<file path="config.mk">
export PLATFORM = sky130hd
export DESIGN_NAME = bin_to_bcd_seq
export DESIGN_NICKNAME = d
export VERILOG_FILES = /design/src/rtl/bin_to_bcd_seq.sv
export SDC_FILE = /design/constraint.sdc
export NUM_CORES = 1
export LEC_CHECK = 0
export CORE_ASPECT_RATIO = 0.8
export CORE_MARGIN = 1
export CORE_UTILIZATION = 35
export CTS_BUF_LIST = sky130_fd_sc_hd__clkbuf_4 sky130_fd_sc_hd__clkbuf_8 sky130_fd_sc_hd__clkbuf_16
export CTS_CLUSTER_DIAMETER = 60
export DETAILED_ROUTE_END_ITERATION = 10
export SYNTH_ARGS = -nofsm -noshare
export SYNTH_HDL_FRONTEND = slang
export SYNTH_SLANG_ARGS = --single-unit
</file>
<file path="constraint.sdc">
create_clock -name CLK -period 1.7 [get_ports CLK]
set_input_delay 0.34 -clock CLK [delete_from_list [all_inputs] [get_ports CLK]]
set_output_delay 0.34 -clock CLK [all_outputs]
set_load 0.03 [all_outputs]
</file>
<file path="src/rtl/bin_to_bcd_seq.sv">
// bin_to_bcd_seq: sequential double-dabble binary-to-BCD converter, one bit per clock.
// Define LEAD_BLANK_EN to replace leading zero digits with BLANK_CODE.
module bin_to_bcd_seq #(
   parameter int         WIDTH      = 14,
   parameter logic [3:0] BLANK_CODE = 4'hF
) (
   input  logic             CLK,
   input  logic             RST_N,
   input  logic             START,
   input  logic [WIDTH-1:0] BIN,
   output logic [3:0]       units,
   output logic [3:0]       tens,
   output logic [3:0]       hundreds,
   output logic [3:0]       thousands,
   output logic             BUSY,
   output logic             DONE,
   output logic             OVF
);
   localparam int SW = 16 + WIDTH;
   localparam int CW = $clog2(WIDTH);
`ifdef LEAD_BLANK_EN
   localparam bit LB = 1'b1;
`else
   localparam bit LB = 1'b0;
`endif
   typedef enum logic {IDLE, SHIFT} state_t;
   state_t        r_state;
   logic [SW-1:0] r_sr;
   logic [CW-1:0] r_cnt;
   logic          r_ovf_pend;
   logic [SW-1:0] w_adj, w_next;
   logic [3:0]    w_d [4];
   logic [3:0]    w_o [4];
   logic          w_b3, w_b2, w_b1;
   assign w_adj[WIDTH-1:0] = r_sr[WIDTH-1:0];
   for (genvar i = 0; i < 4; i++) begin : g_dig
      assign w_adj[WIDTH+4*i +: 4] = (r_sr[WIDTH+4*i +: 4] >= 4'd5) ? r_sr[WIDTH+4*i +: 4] + 4'd3
                                                                      : r_sr[WIDTH+4*i +: 4];
      assign w_d[i] = w_next[WIDTH+4*i +: 4];
   end
   assign w_next = {w_adj[SW-2:0], 1'b0};
   // Blank only a leading run of zeros; saturated results are all nines so never blank.
   assign w_b3 = LB && !r_ovf_pend && (w_d[3] == 4'd0);
   assign w_b2 = w_b3 && (w_d[2] == 4'd0);
   assign w_b1 = w_b2 && (w_d[1] == 4'd0);
   always_comb begin
      w_o[0] = r_ovf_pend ? 4'd9 : w_d[0];
      w_o[1] = r_ovf_pend ? 4'd9 : (w_b1 ? BLANK_CODE : w_d[1]);
      w_o[2] = r_ovf_pend ? 4'd9 : (w_b2 ? BLANK_CODE : w_d[2]);
      w_o[3] = r_ovf_pend ? 4'd9 : (w_b3 ? BLANK_CODE : w_d[3]);
   end
   always_ff @(posedge CLK) begin
      if (!RST_N) begin
         r_state    <= IDLE;
         r_sr       <= '0;
         r_cnt      <= '0;
         r_ovf_pend <= 1'b0;
         units      <= 4'd0;
         tens       <= 4'd0;
         hundreds   <= 4'd0;
         thousands  <= 4'd0;
         BUSY       <= 1'b0;
         DONE       <= 1'b0;
         OVF        <= 1'b0;
      end else begin
         DONE <= 1'b0;
         if (r_state == IDLE) begin
            if (START) begin
               r_sr       <= {16'd0, BIN};
               r_ovf_pend <= {{(32-WIDTH){1'b0}}, BIN} > 32'd9999;
               r_cnt      <= '0;
               BUSY       <= 1'b1;
               r_state    <= SHIFT;
            end
         end else begin
            r_sr  <= w_next;
            r_cnt <= r_cnt + 1'b1;
            if (r_cnt == CW'(WIDTH-1)) begin
               units     <= w_o[0];
               tens      <= w_o[1];
               hundreds  <= w_o[2];
               thousands <= w_o[3];
               OVF       <= r_ovf_pend;
               DONE      <= 1'b1;
               BUSY      <= 1'b0;
               r_state   <= IDLE;
            end
         end
      end
   end
endmodule

</file>
---- After elaboration in Yosys (flattened, before gate mapping) ----
Index checks and enable logic that the tools add are counted.
cells by class
  $add $sub $neg .......................... 5
  order comparisons ....................... 5
  eq/ne operators ......................... 2
  muxes and demuxes ....................... 19
  bitwise operators ....................... 2
  reductions and logical operators ........ 6
operators with widths
  kind                                                               count
  2-to-1 mux 30 bit                                                  2
  2-to-1 mux 4 bit                                                   9
  greater-or-equal comparator 4 x 3 -> 1 bit, second input constant  4
  greater-than comparator 14 bit, second input constant              1
  adder 4 x 2 -> 4 bit, second input constant                        3
  AND reduction 2 bit                                                4
  2-to-1 mux 1 bit                                                   7
  adder 4 x 1 -> 4 bit, second input constant                        1
  == test 4 bit, second input constant                               1
  adder 3 x 2 -> 3 bit, second input constant                        1
  2-to-1 mux 3 bit                                                   1
  != test 2 x 1 -> 1 bit, second input constant                      1
  inverter 1 bit                                                     2
  nonzero test 2 bit                                                 1
  OR reduction 2 bit                                                 1
storage, ports and cells
  bits in registers ....................... 55
  input bits .............................. 17
  output and inout port bits .............. 19
  word-level logic and storage cells ...... 51

---- Depth between registers and ports, before layout ----
Gate-level depths: netlist of run 1.
  word-level depth ........................ 3
  mapped depth ............................ 6
  depth with buffers taken out ............ 6

---- Worst setup path before layout of run 1 ----
OpenSTA, ideal clock, no wires.
  path kind ............................... register to register
  start ................................... register r_sr[26]
  end ..................................... register r_sr[27]
  setup time .............................. 0.095 ns
  arrival time ............................ 1.372 ns
  required time ........................... 1.605 ns
  slack ................................... 0.233 ns
  stages on the path, launching flop included .. 7
  path buffers ............................ 0
  period minus slack after synthesis ...... 1.467 ns
  cell sequence ........................... dfxtp_1 > inv_1 > ha_1 > nand2b_1 > a21oi_2 > or4b_1 > o311ai_1
between the ends
  cells in the longest elaborated chain, start to end .. 3
  elaborated cells between the ends (all ways) .. 4
  those cells by class .................... add/sub (1); order compare (1); mux (2)
RTL lines
  item                                                                                RTL line  source
  from (decl)                                                                         28        logic [SW-1:0] r_sr;
  from (signal assigned)                                                              69        r_sr <= {16'd0, BIN};
  from (signal assigned)                                                              76        r_sr <= w_next;
  greater-or-equal comparator 4 x 3 -> 1 bit or adder 3 x 2 -> 3 bit (tied branches)  37        assign w_adj[WIDTH+4*i +: 4] = (r_sr[WIDTH+4*i +: 4] >= 4'd5) ? r_sr[WIDTH+4*i +: 4] + 4'd3
  2-to-1 mux 3 bit *                                                                  37
  2-to-1 mux 30 bit *                                                                 67        if (r_state == IDLE) begin
Every way passes the cells marked *; elsewhere a longest branch is shown, timed or not.
A chain may end at the register's enable or synchronous reset.

---- Worst setup path after layout of run 1 ----
  start ................................... register DONE
  end ..................................... output DONE
RTL lines
  item                    RTL line  source
  from (decl)             16        output logic DONE,
  from (signal assigned)  63        DONE <= 1'b0;
  from (signal assigned)  66        DONE <= 1'b0;
  from (signal assigned)  84        DONE <= 1'b1;
No word-level cell between the ends.

==> results.cfg, run 1 <==
[yosys]
syn-mean-instance-area_um2 = 8.591
synth_edf_count = 0
synth_common_cells = dfxtp_1, nor2_1, a21oi_1
netlist_instances = 292
yosys.area.top_type = dfxtp_1
synth.most_common_cell = dfxtp_1
synthDistinctLibCells = 34
syn-cell-area_um2 = 2509
postSynth.asyncResetShare_pct = 0
netlist_top_cells_area = dfxtp_1, nor2_1, mux2i_1, a21oi_1, ha_1
syn_nets = 319
synth-warning-count = 0
synth_top_area_share_pct = 43.89
synth_ff_type = dfxtp_1
yosysSeqAreaShare_pct = 43.89
synth.ff_latch_count = 55

[worst_setup_path]
slowest_delay_ns = 0.66
worstPathRequired_ns = 1.36
r2r-start = r_sr[26]
path_max_fanout = 1
cp.arrival_ns = 1.29
crit_buf_inv = 1
path_cells = clkdlybuf4s50_1
cp_top_family = buffers and inverters
worst_path_max_delay_cell = clkdlybuf4s50_1
end_kind = output pin
crit_start = DONE
start_kind = flip-flop
crit_type = flip-flop to output pin

[pwr]
internal_power_uw = 1898
seq_power_share_pct = 54.3
power_switching_share_pct = 22.88
p_sw_uw = 563.0
comb_power_share_pct = 9.2
p_per_area_nw_per_um2 = 779.6
clockPowerShare_pct = 36.5
p_leak_uw = 0.001459
ir_drop_mv = 0.3921

[global_routing]
grt_overflow = 0
antenna_found_initial = 0
first_global_vias = 1988
grtUsageTotal_pct = 15.76
grt_max_degree = 34
grt_first_pass_wirelength_mm = 9.542

[cts]
cts.sinks = 55
cts_root_buffer = clkbuf_8
hold_buffers = 0
post-cts-setup-buffers = 0
clkTransAtPathRegs_ns = 0.09
clkLatencyLatePin_ns = 0.31
cts.path.max_buffers = 2
cts_htree_levels = 2
cts_inserted_buffers = 5
cts_tree = built

[place]
placed_cells = 411
gp_congestion = 0.7673
io_buffer_count = 35
dpl.hpwl_mm = 3.984
place_area_um2 = 3000
post-place-ws_ns = -0.009463

[floorplanning]
initial_utilization_pct = 36.40
ioPinCount = 36
coreArea_um2 = 6892
die_h_um = 77.73
die_x_um = 96.66
fp.dieArea_um2 = 7513
rows = 27

[finish]
stdcell_count = 419
antenna_cells = 0
syn2layout_area_growth_pct = 25.84
fin_nets = 358
layout-drive-gt1-share_pct = 10.24
stdcell_area_um2 = 3157

[timing]
setup_ws_ns = 0.07215
rsz0062_at_grt = no
hold_viol = 0
fmax_ghz = 0.6143
period_minus_slack_ns = 1.628
setup-tns-final_ns = 0
post-route-period-util_pct = 95.76
finClkSkew_ns = 0.01202
tightest_slew_ns = 0.3776
drv_slew = 0
setup_viol = 0
relSlewSlack_pct = 74.79

[drt]
drtIter0Drc = 109
drt_pass1_iterations = 4
num_vias = 2112
via_per_inst = 5.041
drcViolationCount = 0
detail_route.wl_per_cell_um = 13.41
ant_nets = 0
drt-total-wl_mm = 5.620

[min_path]
worstHoldStart = OVF
hp-class = flip-flop to flip-flop

[status]
outcome = finished, final reports clean

[job]
drv_cap = 0
## state kept, by name (all words and copies together) (netlist names)
signal / cells
r_cnt: 4
thousands: 4
BUSY: 1
r_ovf_pend: 1
r_state: 1
tens: 4
r_sr: 30
OVF: 1
DONE: 1
hundreds: 4
units: 4
## timing repair
| item | CTS | global route |
|---|---|---|
| endpoints found under the setup margin | 4 | 19 |
| hold endpoints to repair | 0 | 0 |
| gates resized for setup | 4 | 17 |
## layout by cell type (no fill, tap or decap), types with 3 or more instances in the layout
cell type / instances
clkbuf_8: 6
xnor2_1: 3
inv_1: 13
o32ai_1: 9
a21oi_2: 4
clkdlybuf4s50_1: 17
dfxtp_1: 54
nor3_1: 5
nand3_1: 9
buf_4: 15
nor3b_1: 8
nand2b_1: 10
dlymetal6s2s_1: 14
nand2_1: 11
nor4_1: 3
o22ai_1: 4
a21oi_1: 28
ha_1: 10
nand4_1: 3
nor2_1: 47
mux2i_1: 17
mux2_2: 3
o21ai_0: 19
dlygate4sd2_1: 4
## power by group through the flow
stage | registers (uW) | logic, uW | clock network (uW)
finish | 1340 | 226 | 898
global route | 1340 | 251 | 989
CTS | 1340 | 227 | 923
detailed placement | 1370 | 226 | 0
global placement | 1370 | 224 | 0
floorplan | 1360 | 141 | 0
## worst min-delay path, stage by stage, from the launching register on
cell and delay (ns):
dfxtp_1 0.32, nand2_1 0.05, a21oi_1 0.05
## per-stage QoR
step | hold slack, ns | power, uW | utilization [%]
5_1_grt | 0.4978 | 2582 | 45.81
2_1_floorplan | 0.4537 | 1503 | -
3_3_place_gp | 0.4477 | 1590 | 43.54
3_5_place_dp | 0.4539 | 1593 | 43.54
4_1_cts | 0.4674 | 2487 | 45.17
6_report | 0.4633 | 2461 | 45.81
## metal layers
layer / vias up / global-route usage (%) / routed length (um)
li1: 1094 / - / -
met1: 983 / 21.48 / 2994
met2: 31 / 24.58 / 2399
met3: 4 / 3.784 / 174
met4: 0 / 4.925 / 51
met5: - / 0 / 0
## path summary, 6_finish.rpt
path                   to  slack, ns  cells past startpoint
min reg2reg           OVF       0.46                      2
max                  DONE       0.07                      1
max reg2reg  thousands[2]       0.08                      6
min                   OVF       0.46                      2
## area by class of cell
cell class                      instances  area, um^2
Fill cell                             696        3735
Multi-Input combinational cell        204        1262
Sequential cell                        55        1102
Timing Repair Buffer                   51       513.0
Tap cell                               87       108.9
Clock buffer                            6       82.58
Inverter                               14       52.55
Clock inverter                          2       35.03
## logic make-up after synthesis
logic type	after synthesis	share of synthesized area, %
adder cells (fa/ha/maj)	10	4.988
XOR/XNOR	3	1.048
flip-flops	55	43.89
buffers and inverters	33	6.085
AO/OA/AOI/OAI	69	16.21
multiplexers	20	8.129
AND/OR/NAND/NOR	102	19.65
Power figures use the tool's default switching activity.
==> run 2, diff against run 1 <==
Settings changed: REMOVE_ABC_BUFFERS set to 1.
==> run 2 against run 1 <==
Effect of this change: global-route usage rose by 0.11 points; maximum frequency down 0.93%; combinational power is 2% higher; clock-buffer cell count is 1 lower; die area did not move; design area up 0.28%; worst setup slack worse by 0.015 ns; sequential share of layout area is 0.097 points lower; cell count grew 0.24%; clock power fell by 6.8%; critical path type unchanged; largest cell class unchanged.
==> results.cfg, run 2 (same netlist as run 1, synthesis figures left out) <==
[cts]
cts.sinks = 55
cts_tree = built
cts_root_buffer = clkbuf_8
cts_htree_levels = 2
clkLatencyLatePin_ns = 0.31
clkTransAtPathRegs_ns = 0.09
hold_buffers = 0
cts_inserted_buffers = 5
cts.path.max_buffers = 2

[worst_setup_path]
cp_top_family = buffers and inverters
crit_type = flip-flop to output pin
path_max_fanout = 2
cp.arrival_ns = 1.30
slowest_delay_ns = 0.66
end_kind = output pin
worstPathRequired_ns = 1.36
path_cells = clkdlybuf4s50_1
crit_buf_inv = 1
worst_path_max_delay_cell = clkdlybuf4s50_1
start_kind = flip-flop

[timing]
rsz0062_at_grt = no
setup_viol = 0
relSlewSlack_pct = 77.82
setup-tns-final_ns = 0
drv_slew = 0
holdWs_ns = 0.4780
hold_viol = 0
fmax_ghz = 0.6086
finClkSkew_ns = 0.01116
period_minus_slack_ns = 1.643
tightest_slew_ns = 0.3328
post-route-period-util_pct = 96.65

[pwr]
p_per_area_nw_per_um2 = 759.1
p_leak_uw = 0.001414
ir_drop_mv = 0.2835

[floorplanning]
coreArea_um2 = 6892
die_x_um = 96.66
ioPinCount = 36
initial_utilization_pct = 36.40
die_h_um = 77.73
rows = 27
fp.dieArea_um2 = 7513

[drt]
drtIter0Drc = 147
drcViolationCount = 0
detail_route.wl_per_cell_um = 13.53
ant_nets = 0
num_vias = 2105
via_per_inst = 5.012
drt_pass1_iterations = 4
drt-total-wl_mm = 5.682

[global_routing]
grt_use_met3_pct = 2.973
met2_usage_pct = 24.51
busiest_layer = met2
met1_usage_pct = 22.73
grt_first_pass_wirelength_mm = 9.784
antenna_found_initial = 0
first_global_vias = 2041
grt_overflow = 0
grt_max_degree = 34
grtUsageTotal_pct = 15.87

[finish]
stdcell_count = 420
multiInputGateArea_um2 = 1270
layout-drive-gt1-share_pct = 10.51
largest_register_ffs = 30
n_fill_cell = 698
layout_commonest_cell = dfxtp_1
syn2layout_area_growth_pct = 26.18
regMostFlops = r_sr
fin_nets = 360
antenna_cells = 0
layout.cells.most_common_list = dfxtp_1, nor2_1, a21oi_1, clkdlybuf4s50_1, o21ai_0
final-seq-area_um2 = 1102

[min_path]
hp-class = flip-flop to flip-flop

[place]
placed_cells = 412
dpl.hpwl_mm = 4.178
gp_congestion = 0.8108
io_buffer_count = 35

[job]
drv_cap = 0

[status]
outcome = finished, final reports clean
[run 2: changes by cell type in the layout (fill, tap and decap cells not counted), sizes merged]
cell           delta
clkdlybuf4s50     +4
buf               +2
dlygate4sd2       -2
dlymetal6s2s      -2
clkbuf            -1
clkinv            -1
clkinvlp          +1
[run 2: path summary, 6_finish.rpt]
path,from,to,slack [ns],cells after the start
worst max-delay path,tens[3],tens[3],0.06,1
worst min-delay path,OVF,OVF,0.48,2
worst max register to register,r_sr[26],r_sr[27],0.12,6
worst min register to register,OVF,OVF,0.48,2
[run 2: timing repair]
action | in CTS | in global routing
hold endpoints to repair | 0 | 0
resized for setup | 2 | 16
endpoints found under the setup margin | 2 | 22
buffers inserted | 0 | 1
pin swaps | 0 | 1
[run 2: report_power, final]
group,switching [uW],internal (uW)
Combinational,124,107
Sequential,19.8,1320
Clock,406,431
[run 2: cell type report]
type,count,share of cell area [%]
multi-input combinational,204,40.12
sequential,55,34.82
timing repair buffer,53,16.60
tap,87,3.439
clock buffer,5,2.174
inverter,14,1.660
clock inverter,2,1.186
[run 2: stage by stage]
step	setup WS (ns)	utilization (%)	area, um^2	total power, uW
floorplan	-0.5872	-	2409	1469
global placement	0.05305	43.65	3008	1595
detailed placement	0.03039	43.65	3008	1598
CTS	0.0007645	45.15	3112	2440
global route	0.004247	45.93	3166	2516
finish	0.05691	45.93	3166	2403
[run 2: routing by layer]
layer	wire length, um	share of wire [%]	vias up
met5	0	0	-
met4	45	0.79	0
met3	262	4.6	5
met2	2491	44	37
met1	2883	51	969
li1	-	-	1094
==> run 3, diff against run 2 <==
Settings changed: HOLD_SLACK_MARGIN set to 0.05, TNS_END_PERCENT set to 1.
==> run 3 against run 2 <==
Effect of this change: sequential power is essentially flat; worst setup slack improved by 0.0016 ns; cell count is the same; maximum frequency hardly changed; critical path type unchanged; largest power group unchanged.
==> results.cfg, run 3 (same netlist as run 1, synthesis figures left out) <==
[worst_setup_path]
cp_top_family = buffers and inverters
path_cells = clkdlybuf4s50_1
path_max_fanout = 2
r2r_end = thousands[2]
rrSetupSlack_ns = 0.10
crit_type = flip-flop to output pin
worst-r2r-cell-count = 6
start_kind = flip-flop
r2r-start = r_sr[26]
crit_buf_inv = 1
cp.arrival_ns = 1.30
worst_path_max_delay_cell = clkdlybuf4s50_1
slowest_delay_ns = 0.66
end_kind = output pin
worstPathRequired_ns = 1.36

[min_path]
min_to = OVF
worstHoldStart = OVF
hp-class = flip-flop to flip-flop
holdPathStages = 2

[timing]
relSlewSlack_pct = 77.60
setup_viol = 0
holdWs_ns = 0.4742
finClkSkew_ns = 0.01125
period_minus_slack_ns = 1.642
rsz0062_at_grt = yes
post-route-period-util_pct = 96.56
hold_viol = 0
fmax_ghz = 0.6092
setup_ws_ns = 0.05849
drv_slew = 0
tightest_slew_ns = 0.3352

[global_routing]
grt_first_pass_wirelength_mm = 9.784
grt_overflow = 0
first_global_vias = 2041
antenna_found_initial = 0
grtUsageTotal_pct = 15.87
grt_max_degree = 34

[floorplanning]
initial_utilization_pct = 36.40
coreArea_um2 = 6892
die_h_um = 77.73
rows = 27
fp.dieArea_um2 = 7513
ioPinCount = 36
die_x_um = 96.66

[pwr]
p_per_area_nw_per_um2 = 761.8
p_leak_uw = 0.001413
ir_drop_mv = 0.2839

[cts]
clkTransAtPathRegs_ns = 0.09
cts_inserted_buffers = 5
clkLatencyLatePin_ns = 0.31
cts.sinks = 55
cts_tree = built
hold_buffers = 0
cts_root_buffer = clkbuf_8
cts_htree_levels = 2
cts.path.max_buffers = 2

[finish]
largest_register_ffs = 30
stdcell_area_um2 = 3158
layout.cells.most_common_list = dfxtp_1, nor2_1, a21oi_1, clkdlybuf4s50_1, o21ai_0
antenna_cells = 0
regMostFlops = r_sr
fin_nets = 360
syn2layout_area_growth_pct = 25.89
n_fill_cell = 699
layout-drive-gt1-share_pct = 10.51
layout_commonest_cell = dfxtp_1

[drt]
ant_nets = 0
drt_pass1_iterations = 4
drtIter0Drc = 154
detail_route.wl_per_cell_um = 13.58
drt-total-wl_mm = 5.705
num_vias = 2112
drcViolationCount = 0
via_per_inst = 5.029

[status]
outcome = finished, final reports clean

[place]
gp_congestion = 0.8108
dpl.hpwl_mm = 4.178
io_buffer_count = 35
place_area_um2 = 3008
post-place-ws_ns = 0.03039

[job]
drv_cap = 0
## run 3: worst max path at each step
stage	start	to	slack (ns)	cells after the start
finish	tens[3]	tens[3]	0.06	1
global route	r_sr[26]	thousands[2]	-0.007	6
CTS	thousands[1]	thousands[1]	0.0008	1
detailed placement	RST_N	r_sr[23]	0.03	4
global placement	r_sr[26]	thousands[2]	0.05	6
floorplan	r_state	units[2]	-0.59	3
## run 3: metrics by stage
step | util (%) | cells | TNS [ns] | power, uW
4_1_cts | 45.15 | 419 | 0 | 2440
3_3_place_gp | 43.65 | 412 | 0 | 1595
5_1_grt | 45.82 | 420 | -0.006613 | 2516
2_1_floorplan | - | 273 | -7.908 | 1469
6_report | 45.82 | 420 | 0 | 2406
3_5_place_dp | 43.65 | 412 | 0 | 1598
## run 3: repair_timing
item / CTS / global route
resized for setup: 2 / 15
endpoints found under the setup margin: 2 / 22
buffers inserted: 0 / 1
## run 3: layout make-up
cell class | count | area (um^2) | area share, %
timing repair buffer | 53 | 525.5 | 16.64
inverter | 14 | 52.55 | 1.664
multi-input combinational | 204 | 1262 | 39.98
clock buffer | 5 | 68.82 | 2.179
clock inverter | 2 | 37.54 | 1.189
tap | 87 | 108.9 | 3.447
sequential | 55 | 1102 | 34.90
## run 3: where the power goes
part	internal (uW)	leakage, uW	total, uW	switching, uW
registers	1320	0.000447	1340	20.0
clock network	431	0.0000502	839	408
logic	107	0.000916	231	124
total	1850	0.00141	2410	552
## run 3: metal layers
metal / GRT usage [%] / vias to the layer above / share of wire [%]
met5: 0 / - / 0
met4: 3.881 / 0 / 0.79
met3: 2.973 / 5 / 5.5
met2: 24.51 / 45 / 43
met1: 22.73 / 969 / 50
li1: - / 1093 / -
## run 3: worst register-to-register path, delay by kind of cell, from the launching register on
family	cells	cell delay (ns)
multiplexers	1	0.38
AND/OR/NAND/NOR	1	0.08
flip-flops	1	0.35
adder cells (fa/ha/maj)	1	0.20
AO/OA/AOI/OAI	2	0.41
buffers and inverters	1	0.11
